$ cat src/rtl/multicycle_control.sv
// Main control FSM of the multicycle CPU: decodes the IR opcode into a
// per-state sequence of datapath control lines, stalling on MemReady.
module multicycle_control #(
  parameter int STATE_WIDTH = 4,
  parameter int OP_WIDTH    = 6
) (
  input  logic                   clock,
  input  logic                   reset_n,
  input  logic [OP_WIDTH-1:0]    Op,
  input  logic                   MemReady,
  output logic                   PCWrite,
  output logic                   PCWriteCond,
  output logic                   IorD,
  output logic                   MemRead,
  output logic                   MemWrite,
  output logic                   MemtoReg,
  output logic                   IRWrite,
  output logic [1:0]             PCSource,
  output logic [1:0]             ALUOp,
  output logic                   ALUSrcA,
  output logic [1:0]             ALUSrcB,
  output logic                   RegWrite,
  output logic                   RegDst,
  output logic                   IllegalOp,
  output logic [STATE_WIDTH-1:0] State
);

  localparam logic [OP_WIDTH-1:0] OP_RTYPE = OP_WIDTH'(6'b000000);
  localparam logic [OP_WIDTH-1:0] OP_LW    = OP_WIDTH'(6'b100011);
  localparam logic [OP_WIDTH-1:0] OP_SW    = OP_WIDTH'(6'b101011);
  localparam logic [OP_WIDTH-1:0] OP_BEQ   = OP_WIDTH'(6'b000100);
  localparam logic [OP_WIDTH-1:0] OP_ADDI  = OP_WIDTH'(6'b001000);
  localparam logic [OP_WIDTH-1:0] OP_J     = OP_WIDTH'(6'b000010);

  typedef enum logic [STATE_WIDTH-1:0] {
    FETCH    = STATE_WIDTH'(0),
    DECODE   = STATE_WIDTH'(1),
    MEMADR   = STATE_WIDTH'(2),
    MEMRD    = STATE_WIDTH'(3),
    MEMWB    = STATE_WIDTH'(4),
    MEMWR    = STATE_WIDTH'(5),
    EXECUTE  = STATE_WIDTH'(6),
    ALUWB    = STATE_WIDTH'(7),
    BRANCH   = STATE_WIDTH'(8),
    JUMP     = STATE_WIDTH'(9),
    ADDIEXEC = STATE_WIDTH'(10),
    ADDIWB   = STATE_WIDTH'(11)
  } state_t;

  state_t state, next;
  logic   op_legal;

  assign op_legal = (Op == OP_RTYPE) || (Op == OP_LW) || (Op == OP_SW) ||
                    (Op == OP_BEQ)   || (Op == OP_ADDI) || (Op == OP_J);

  always_ff @(posedge clock or negedge reset_n) begin
    if (!reset_n) begin
      state     <= FETCH;
      IllegalOp <= 1'b0;
    end else begin
      state     <= next;
      IllegalOp <= (state == DECODE) && !op_legal;
    end
  end

  assign State = state;

  // Unused codes 12-15 fall through to the default and recover to FETCH.
  always_comb begin
    next = FETCH;
    case (state)
      FETCH:    next = MemReady ? DECODE : FETCH;
      DECODE: begin
        if (Op == OP_LW || Op == OP_SW) next = MEMADR;
        else if (Op == OP_RTYPE)        next = EXECUTE;
        else if (Op == OP_BEQ)          next = BRANCH;
        else if (Op == OP_J)            next = JUMP;
        else if (Op == OP_ADDI)         next = ADDIEXEC;
        else                            next = FETCH;
      end
      MEMADR: begin
        if (Op == OP_LW)      next = MEMRD;
        else if (Op == OP_SW) next = MEMWR;
        else                  next = FETCH;
      end
      MEMRD:    next = MemReady ? MEMWB : MEMRD;
      MEMWB:    next = FETCH;
      MEMWR:    next = MemReady ? FETCH : MEMWR;
      EXECUTE:  next = ALUWB;
      ALUWB:    next = FETCH;
      BRANCH:   next = FETCH;
      JUMP:     next = FETCH;
      ADDIEXEC: next = ADDIWB;
      ADDIWB:   next = FETCH;
      default:  next = FETCH;
    endcase
  end

  always_comb begin
    PCWrite     = 1'b0;
    PCWriteCond = 1'b0;
    IorD        = 1'b0;
    MemRead     = 1'b0;
    MemWrite    = 1'b0;
    MemtoReg    = 1'b0;
    IRWrite     = 1'b0;
    PCSource    = 2'b00;
    ALUOp       = 2'b00;
    ALUSrcA     = 1'b0;
    ALUSrcB     = 2'b00;
    RegWrite    = 1'b0;
    RegDst      = 1'b0;
    case (state)
      FETCH: begin
        MemRead = 1'b1;
        ALUSrcB = 2'b01;
        // PC+4 and IR capture only commit once the fetch read completes.
        IRWrite = MemReady;
        PCWrite = MemReady;
      end
      DECODE:   ALUSrcB = 2'b11;
      MEMADR: begin
        ALUSrcA = 1'b1;
        ALUSrcB = 2'b10;
      end
      MEMRD: begin
        MemRead = 1'b1;
        IorD    = 1'b1;
      end
      MEMWB: begin
        RegWrite = 1'b1;
        MemtoReg = 1'b1;
      end
      MEMWR: begin
        MemWrite = 1'b1;
        IorD     = 1'b1;
      end
      EXECUTE: begin
        ALUSrcA = 1'b1;
        ALUOp   = 2'b10;
      end
      ALUWB: begin
        RegWrite = 1'b1;
        RegDst   = 1'b1;
      end
      BRANCH: begin
        ALUSrcA     = 1'b1;
        ALUOp       = 2'b01;
        PCWriteCond = 1'b1;
        PCSource    = 2'b01;
      end
      JUMP: begin
        PCWrite  = 1'b1;
        PCSource = 2'b10;
      end
      ADDIEXEC: begin
        ALUSrcA = 1'b1;
        ALUSrcB = 2'b10;
      end
      ADDIWB:   RegWrite = 1'b1;
      default: ;
    endcase
  end

endmodule
$ cat config.mk
export PLATFORM = sky130hd
export DESIGN_NAME = multicycle_control
export DESIGN_NICKNAME = d
export VERILOG_FILES = /design/src/rtl/multicycle_control.sv
export SDC_FILE = /design/constraint.sdc
export NUM_CORES = 1
export LEC_CHECK = 0
export CORE_MARGIN = 3
export CORE_UTILIZATION = 33
export CTS_CLUSTER_SIZE = 10
export DETAILED_ROUTE_END_ITERATION = 10
export PLACE_DENSITY = 0.84
export SETUP_SLACK_MARGIN = 0.15
export SLEW_MARGIN = 20
export SYNTH_ARGS = -nofsm -noshare
export SYNTH_HDL_FRONTEND = slang
export SYNTH_SLANG_ARGS = --single-unit
export TNS_END_PERCENT = 50
$ cat constraint.sdc
create_clock -name clock -period 1.5 [get_ports clock]
set_clock_uncertainty 0.2 [all_clocks]
set_input_delay 0.225 -clock clock [delete_from_list [all_inputs] [get_ports clock]]
set_output_delay 0.225 -clock clock [all_outputs]
set_load 0.01 [all_outputs]
==> summary.txt <==
Clock tree
  • Worst-skew pair later-pin latency: about 0.24 ns
  • TritonCTS clock tree: built
  • Clock transition at path regs: 0.05 ns
  • Clk root buf: clkbuf_4
  • Clock Sinks: 5
  • H-tree depth: 1
  • CTS max path bufs: 2
  • TritonCTS buffer count: 3

Yosys
  • Seq cells post-synth: 5
  • Count of different cell masters after synthesis: 26
  • Synth warn: 0
  • Synth top area share: between 20% and 30%
  • Mean Syn Cell Area: 7.24 um2
  • Synth Instances: 71
  • Synth Net Count: 80
  • Synth top area cells: dfrtp_1, nor2_1, nand2b_1, nor3_1, buf_4
  • Sequential element share of the synthesized area: between 20% and 30%
  • Share of flip-flops with an asynchronous set or reset: 100%
  • Predominant post-synthesis flop cell: dfrtp_1
  • EDFF count, synth: 0
  • Synthesized area: ~510 um2
  • Dominant cell type by area after synthesis: dfrtp_1

Floorplanning
  • Die height: about 45 um
  • Core box area: approximately 1400 um2
  • Initial Utilization: roughly 37%
  • DIE WIDTH: 45.5 um
  • # IOs: 30
  • # rows: 13
  • Die area: about 2100 um2

Cells and area
  • Antenna diodes: 0
  • Area occupied by multi-input gates: just under 500 um2
  • Cell Count, Final, Fillers Out: ~140
  • Fin nets: 137
  • Sequential Area: 130 um2
  • P&R area growth vs syn: 121%
  • Fraction of layout cells with a size suffix above 1: 60.6%
  • # fillers: between 90 and 100

Critical path
  • Reg-to-Reg End: State[2]
  • Crit-path max FO: 7
  • Slowest stage delay, CP: approximately 0.49 ns
  • Critical path data arrival time: approximately 1.3 ns
  • Setup slack, reg-to-reg: -0.21 ns
  • Top cell family by delay on the critical path: flip-flops
  • CP Capture Type: output pin
  • CP max-delay cell: dfrtp_2
  • Nature of the critical path startpoint: flop
  • WS Path Type: reg -> out
  • Worst-path cell chain: nand2b_4 > nor3_4 > buf_2
  • CP required: 1.07 ns
  • Cells on worst reg2reg path: 5
  • Reg-to-Reg Start: State[0]
  • Worst Path Buf+Inv: 1

Placement
  • Place WS: -0.417 ns
  • Gpl congestion: 0.856
  • Final HPWL DP: 1590 um
  • IO buf count: 29
  • Post-Place Cells: between 100 and 150

Timing
  • Final setup margin: -0.220 ns
  • Actual slew at the worst max-slew pin: between 0.3 and 0.4 ns
  • Hold WS: between 0.007 and 0.008 ns
  • Fin. Hold Viols: 0
  • Slew Limit Fails: 0
  • Setup TNS: -3.25 ns
  • Tmin final: approximately 1.7 ns
  • RSZ-0062 raised after global routing: yes
  • Relative slew slack: about 77%
  • Period utilisation layout: 115%
  • Fmax achieved: approximately 580 MHz
  • Endpoints failing setup: 21

Global route
  • Maximum number of pins on one net before global-route repair: 8
  • Vias in the first global route: 762
  • Gr ovfl total: 0
  • Total GRT Usage: a little under a quarter
  • Global-route wire length before repair: ~3500 um
  • Initial antenna violation count: 0

Route
  • DR pass1 iterations: 4
  • Via Count: 755
  • Via/cell ratio: about 5.3
  • Initial drt markers: 16
  • Per-cell routed wire length: about 16 um
  • Post-DRT Antenna Nets: 0
  • Residual DRC: 0
  • Final wirelength: about 2300 um

Power and ir drop
  • Power Dens Cells: approximately 500 nW/um2
  • Leak: 0.000513 uW
  • Power, Total: approximately 560 uW
  • Worst vdd ir: ~0.00048 V

Status
  • Status: finished with violations
  • Failing checks: setup timing

Flow run
  • Max Cap Viol: 0

Min path
  • Worst hold-check path type: in -> async
==> flip-flops by register name (all words and copies together), names as in the netlist <==
| signal | cells |
|---|---|
| State | 4 |
| IllegalOp | 1 |
==> cell type report <==
class | instances | area share [%]
inverters | 2 | 0.660
clock buffers | 4 | 2.31
multi-input cells | 59 | 43.0
well taps | 15 | 1.65
flip-flops and latches | 5 | 11.4
repair buffers | 57 | 40.9
==> cell usage in the layout, fill, tap and decap left out, types with 2 or more instances in the layout <==
cell	instances
buf_2	15
buf_4	17
buf_6	15
clkbuf_4	3
clkdlybuf4s50_1	8
dfrtp_2	4
nand2_1	4
nand2_2	2
nand2b_1	2
nand2b_4	5
nand3_1	3
nor2_1	9
nor2_4	2
nor3_1	2
nor3_2	3
nor3_4	2
o21ai_0	3
o21ai_1	2
or3_1	2
==> cells in the mapped netlist, types with 2 or more instances <==
cell,count
a21oi_1,2
buf_4,4
dfrtp_1,5
inv_1,2
nand2_1,6
nand2b_1,7
nand3_1,3
nor2_1,12
nor3_1,7
o21ai_0,5
or3_1,2
xnor2_1,2
==> per-stage QoR <==
step                      area, um2  utilization (%)
after floorplan                 588                -
after global placement         1030             74.8
after detailed placement       1030             74.8
after CTS                      1090             78.9
after global routing           1140             82.3
final                          1140             82.3
==> how the worst max path moves through the flow <==
stage / startpoint / end / slack, ns / depth (start not counted)
6_report: State[2] / PCWriteCond / -0.22 / 3
2_1_floorplan: State[3] / RegWrite / -0.04 / 4
3_3_place_gp: MemReady / PCWrite / -0.40 / 4
3_5_place_dp: MemReady / PCWrite / -0.42 / 4
5_1_grt: State[3] / PCWriteCond / -0.27 / 4
4_1_cts: State[3] / RegWrite / -0.19 / 4
==> power breakdown <==
group / switching, uW / internal [uW]
clock: 54.9 / 101
combinational: 112 / 138
sequential: 10.0 / 144
total: 177 / 382
==> repair_timing <==
item,4_1_cts,5_1_grt
endpoints found under the setup margin,26,25
endpoints found under the hold margin,0,0
hold buffers,0,0
pin swaps,6,6
buffers inserted,3,0
gates resized for setup,101,15
==> cell families (layout without fill, tap and decap cells) <==
| group | after synthesis | count (layout) | synth area share, % |
|---|---|---|---|
| buffers and inverters | 7 | 63 | 8.27 |
| flip-flops | 5 | 5 | 24.3 |
| AND/OR/NAND/NOR | 41 | 41 | 42.3 |
| XOR/XNOR | 3 | 3 | 5.11 |
| multiplexers | 1 | 1 | 1.95 |
| AO/OA/AOI/OAI | 14 | 14 | 18.0 |
==> layer usage <==
| layer | track usage, % | share of wire (%) |
|---|---|---|
| met5 | 0 | 0 |
| met4 | 8.77 | 1.8 |
| met3 | 2.37 | 4.4 |
| met2 | 46.8 | 57 |
| met1 | 25.0 | 37 |
(Power assumes the default switching activity.)
